[src/rtl/duty_ramp_ctrl.sv]
// rtl/duty_ramp_ctrl.sv - PWM duty ramp controller stepping the compare value toward a target every N periods
// Optional build macro: DUTY_CLAMP_EN clamps captured targets to MAX_DUTY.
module duty_ramp_ctrl #(
    parameter int WIDTH            = 7,
    parameter int STEP             = 1,
    parameter int PERIODS_PER_STEP = 1,
    parameter int MAX_DUTY         = 100
) (
    input  logic             clk,
    input  logic             rst_n,
    input  logic             period_end,
    input  logic             enable,
    input  logic             tgt_valid,
    input  logic [WIDTH-1:0] tgt_data,
    output logic             tgt_ready,
    output logic [WIDTH-1:0] ccr_val,
    output logic             ccr_load,
    output logic             busy,
    output logic             done
);
    typedef enum logic [1:0] {IDLE, UP, DOWN, HOLD} state_t;

    localparam int unsigned      FULL       = (1 << WIDTH) - 1;
    localparam int unsigned      STEP_CLIP  = (STEP > FULL) ? FULL : STEP;
    localparam logic [WIDTH-1:0] STEP_V     = WIDTH'(STEP_CLIP);
    localparam logic [7:0]       PRESC_LAST = 8'(PERIODS_PER_STEP - 1);

    state_t           state;
    logic [WIDTH-1:0] target;
    logic [7:0]       presc;
    logic [WIDTH-1:0] eff_target;
    logic [WIDTH-1:0] cap_data;
    logic [WIDTH-1:0] gap;
    logic [WIDTH-1:0] delta;
    logic [WIDTH-1:0] step_val;
    logic             rising;
    logic             capture;

    assign tgt_ready  = enable && (state == IDLE || state == HOLD);
    assign capture    = tgt_valid && tgt_ready;
    assign busy       = (state == UP) || (state == DOWN);
    assign eff_target = enable ? target : '0;

    // Step size is limited by the remaining distance so the ramp lands exactly on target.
    assign rising   = eff_target > ccr_val;
    assign gap      = rising ? (eff_target - ccr_val) : (ccr_val - eff_target);
    assign delta    = (gap > STEP_V) ? STEP_V : gap;
    assign step_val = rising ? (ccr_val + delta) : (ccr_val - delta);

`ifdef DUTY_CLAMP_EN
    localparam int unsigned      MAX_CLIP = (MAX_DUTY > FULL) ? FULL : MAX_DUTY;
    localparam logic [WIDTH-1:0] MAX_V    = WIDTH'(MAX_CLIP);
    assign cap_data = (tgt_data > MAX_V) ? MAX_V : tgt_data;
`else
    assign cap_data = tgt_data;
`endif

    always_ff @(posedge clk or negedge rst_n) begin
        if (!rst_n) begin
            state    <= IDLE;
            ccr_val  <= '0;
            target   <= '0;
            presc    <= '0;
            ccr_load <= 1'b0;
            done     <= 1'b0;
        end else begin
            ccr_load <= 1'b0;
            done     <= 1'b0;
            if (capture) begin
                target <= cap_data;
                presc  <= '0;
                if (cap_data > ccr_val) begin
                    state <= UP;
                end else if (cap_data < ccr_val) begin
                    state <= DOWN;
                end else begin
                    state <= HOLD;
                    done  <= 1'b1;
                end
            end else begin
                case (state)
                    IDLE, HOLD: begin
                        if (eff_target > ccr_val) begin
                            state <= UP;
                        end else if (eff_target < ccr_val) begin
                            state <= DOWN;
                        end else if (!enable) begin
                            state <= IDLE;
                        end
                    end
                    UP, DOWN: begin
                        if (eff_target == ccr_val) begin
                            // Target moved onto the current value (enable edge); settle without a step.
                            state <= (eff_target == '0) ? IDLE : HOLD;
                        end else begin
                            state <= rising ? UP : DOWN;
                            if (period_end) begin
                                if (presc == PRESC_LAST) begin
                                    presc    <= '0;
                                    ccr_val  <= step_val;
                                    ccr_load <= 1'b1;
                                    if (step_val == eff_target) begin
                                        state <= (eff_target == '0) ? IDLE : HOLD;
                                        done  <= 1'b1;
                                    end
                                end else begin
                                    presc <= presc + 8'd1;
                                end
                            end
                        end
                    end
                    default: state <= IDLE;
                endcase
            end
        end
    end
endmodule

[config.mk]
export PLATFORM = sky130hd
export DESIGN_NAME = duty_ramp_ctrl
export DESIGN_NICKNAME = d
export VERILOG_FILES = /design/src/rtl/duty_ramp_ctrl.sv
export SDC_FILE = /design/constraint.sdc
export NUM_CORES = 1
export LEC_CHECK = 0
export CAP_MARGIN = 20
export CORE_MARGIN = 2
export CORE_UTILIZATION = 58
export DETAILED_ROUTE_END_ITERATION = 12
export GPL_ROUTABILITY_DRIVEN = 0
export GPL_TIMING_DRIVEN = 0
export PLACE_DENSITY = 0.81
export SLEW_MARGIN = 40
export SYNTH_ARGS = -nofsm -noshare
export SYNTH_HDL_FRONTEND = slang
export SYNTH_SLANG_ARGS = --single-unit
[constraint.sdc]
create_clock -name clk -period 7 [get_ports clk]
set_input_delay 1.4 -clock clk [delete_from_list [all_inputs] [get_ports clk]]
set_output_delay 1.4 -clock clk [all_outputs]
set_load 0.02 [all_outputs]
==> results.json <==
{
  "status": "complete, no violations",
  "async_flop_share_pct": 100,
  "layout-drive-gt1-share_pct": 5.68,
  "leakagePower_uw": 0.00122,
  "synth_edf_count": 0,
  "core_area_um2": 4030,
  "pwr-share-seq_pct": 17.5,
  "chipHeight_um": 69.1,
  "cts_tree": "done",
  "drc": 0,
  "min_period_over_period_pct": 95.5,
  "worstMarginPinSlew_ps": 571,
  "ant_nets": 0,
  "hpwl_um": 4690,
  "dp_slack_ps": -365,
  "wl_per_cell_um": 16.3,
  "hold_path.class": "reg -> reg",
  "drt_iter0_markers": 164,
  "worstPathRequired_ps": 7140,
  "yosysTopAreaCellShare_pct": 26.5,
  "grtUsageTotal_pct": 26.4,
  "synth.distinct_cells": 63,
  "syn_to_final_growth_pct": 13.6,
  "cap_violations": 0,
  "avgSynthCellArea_um2": 8.38,
  "ys_seq_area_share_pct": 26.5,
  "first_global_vias": 2232,
  "yosys-top-cells-area": "dfrtp_1 (27%), ha_1 (13%), nand2_1 (8.0%), xnor2_1 (3.9%), o21ai_0 (3.7%)",
  "total_power_uw": 1570,
  "io-pin-count": 23,
  "port_buffers": 21,
  "power_switching_uw": 804,
  "start_util_pct": 60.9,
  "rows": 23,
  "maxSlewViolCount": 0,
  "grt_pass1_wl_um": 10300,
  "numCtsBuffers": 3,
  "finalClockSkew_ps": 2.62,
  "clk_latency_ps": 260,
  "cts_root_buffer": "clkbuf_8",
  "yosys_most_used_dff": "dfrtp_1",
  "clk_path_buf_depth": 2,
  "path_class": "in -> reg",
  "synth_area_um2": 2450,
  "clock.fmax_mhz": 150,
  "final_util_pct": 69.2,
  "dieArea_um2": 4770,
  "ys_warn_count": 0,
  "swShare_pct": 51.2,
  "combPwrFrac_pct": 77.4,
  "fin_area_um2": 2790,
  "grt-ovfl-total": 0,
  "insertedDiodeCount": 0,
  "setup_slack_ps": 316,
  "ir_drop_v": 0.000345,
  "dr.pass1.iters": 4,
  "clkSinkCount": 26,
  "maxSlewHeadroom_pct": 61.7,
  "grt_max_degree": 27,
  "power.density_nw_per_um2": 563,
  "layout.nets": 359,
  "cts_max_level": 1,
  "start_kind": "primary input",
  "cts.clk_slew.worst_paths_ps": 80,
  "ys_ff_latch": 26,
  "totalWireLength_um": 5980,
  "arrival_ps": 6830,
  "chipWidth_um": 69.1,
  "hold_violations": 0,
  "synth_cells": 293,
  "p_int_uw": 767,
  "fin_crit_ps": 6680,
  "place_area_um2": 2720,
  "finalSetupViolCount": 0,
  "crit_fanout": 10,
  "vias_per_cell": 6.14,
  "worst_setup_path_end_kind": "flip-flop",
  "postCtsHoldBufs": 0,
  "synth_nets": 333,
  "postCtsSetupBuffers": 0,
  "p_clk_share_pct": 5.1,
  "synth_area_leader_cell": "dfrtp_1",
  "vias": 2252,
  "antenna_found_initial": 0,
  "rsz0062_at_grt": "false"
}
-- path summary, 6_finish.rpt --
check / start / endpoint / slack (ps) / depth (start not counted)
max in group asynchronous: rst_n / target[1]$_DFFE_PN0P_ / 5510 / 1
min in group asynchronous: rst_n / ccr_load$_DFF_PN0_ / 1120 / 1
max: enable / state[0]$_DFFE_PN0P_ / 320 / 23
min reg2reg: target[4]$_DFFE_PN0P_ / target[4]$_DFFE_PN0P_ / 520 / 2
min: target[4]$_DFFE_PN0P_ / target[4]$_DFFE_PN0P_ / 520 / 2
max reg2reg: target[2]$_DFFE_PN0P_ / state[0]$_DFFE_PN0P_ / 1330 / 21
-- area by class of cell --
| cell class | count | area (um^2) |
|---|---|---|
| Tap cell | 50 | 62.6 |
| Clock buffer | 3 | 41.3 |
| Multi-Input combinational cell | 241 | 1730 |
| Fill cell | 352 | 1240 |
| Inverter | 21 | 78.8 |
| Timing Repair Buffer | 21 | 205 |
| Buffer | 5 | 23.8 |
| Sequential cell | 26 | 651 |
-- cell usage after synthesis (all sizes together), types with 4 or more instances --
master  count
a211oi      4
a21oi      15
clkbuf      4
dfrtp      26
ha         26
inv        21
mux2i       4
nand2      53
nand2b      4
nand3       7
nand4       4
nor2       20
nor3        4
o21ai      19
o32ai       5
xnor2      11
xor2        4
-- repair_timing --
item,CTS,global route
setup endpoints to repair,1,3
resized for setup,1,5
pin swaps,0,1
-- sequential cells by signal, indices dropped and copies added (netlist names) --
register,flops
presc,8
ccr_val,7
target,7
state,2
ccr_load,1
done,1
-- cell families after synthesis --
kind of cell | after synthesis | synth area share, %
simple gates | 118 | 24.4
compound gates | 71 | 20.7
fa+ha+maj | 30 | 15.7
flops | 26 | 26.5
buf+inv | 26 | 4.13
xor+xnor | 16 | 6.32
mux | 5 | 2.09
other cells | 1 | 0.153
-- worst max-delay path, cell delays in order --
cell and delay, ps:
buf_4 130, clkbuf_2 220, nand2_1 150, ha_1 360, nand3b_1 190, a31oi_4 150
o32ai_4 450, nor2_4 140, o311ai_0 370, o2111a_1 240, nand4_1 220, inv_1 110
ha_1 230, and3_1 190, fa_1 420, nand2b_1 190, a211oi_2 290, nor4_1 80
a311o_1 380, xor3_1 250, or4_1 490, nand3_1 90, o211ai_1 80
-- power groups by stage --
stage | clock network, uW | logic (uW) | registers [uW]
2_1_floorplan | 0 | 872 | 277
3_3_place_gp | 0 | 1140 | 273
3_5_place_dp | 0 | 1170 | 274
4_1_cts | 83.4 | 1190 | 272
5_1_grt | 87.9 | 1350 | 284
6_report | 80.5 | 1220 | 275
-- cells in the final DEF (no fill, tap or decap), types with 2 or more instances in the layout --
| cell type | instances |
|---|---|
| nand2_1 | 52 |
| dfrtp_1 | 26 |
| ha_1 | 25 |
| inv_1 | 21 |
| clkdlybuf4s50_1 | 20 |
| nor2_1 | 19 |
| o21ai_0 | 18 |
| a21oi_1 | 15 |
| xnor2_1 | 11 |
| nand3_1 | 7 |
| nand4_1 | 4 |
| mux2i_1 | 4 |
| o32ai_1 | 4 |
| xor2_1 | 4 |
| nand2b_1 | 4 |
| and3b_1 | 3 |
| a211oi_1 | 3 |
| nor4_1 | 3 |
| nor2b_1 | 3 |
| o211ai_1 | 3 |
| clkbuf_1 | 3 |
| clkbuf_8 | 3 |
| nand3b_1 | 2 |
| nand4b_1 | 2 |
| and3_1 | 2 |
| nor3_2 | 2 |
| o21bai_1 | 2 |
| maj3_1 | 2 |
| o2111a_1 | 2 |
| o31ai_1 | 2 |
| or4_1 | 2 |
| and2_1 | 2 |
| nor3_1 | 2 |
| a311o_1 | 2 |
| and4_1 | 2 |
| o21a_1 | 2 |
| fa_1 | 2 |
-- metrics by stage --
| step | instances | hold WS (ps) | setup TNS (ps) |
|---|---|---|---|
| 2_1_floorplan | 293 | 446 | 0 |
| 3_3_place_gp | 364 | 484 | -425 |
| 3_5_place_dp | 364 | 496 | -604 |
| 4_1_cts | 367 | 520 | 0 |
| 5_1_grt | 367 | 561 | 0 |
| 6_report | 367 | 517 | 0 |
-- routing by layer --
layer	global-route usage (%)	routed length, um	vias to the layer above
met1	35.1	2660	1059
met4	10.0	146	0
li1	-	-	1114
met5	0	0	-
met2	43.7	2870	67
met3	3.36	298	12
Power figures use the tool's default switching activity.
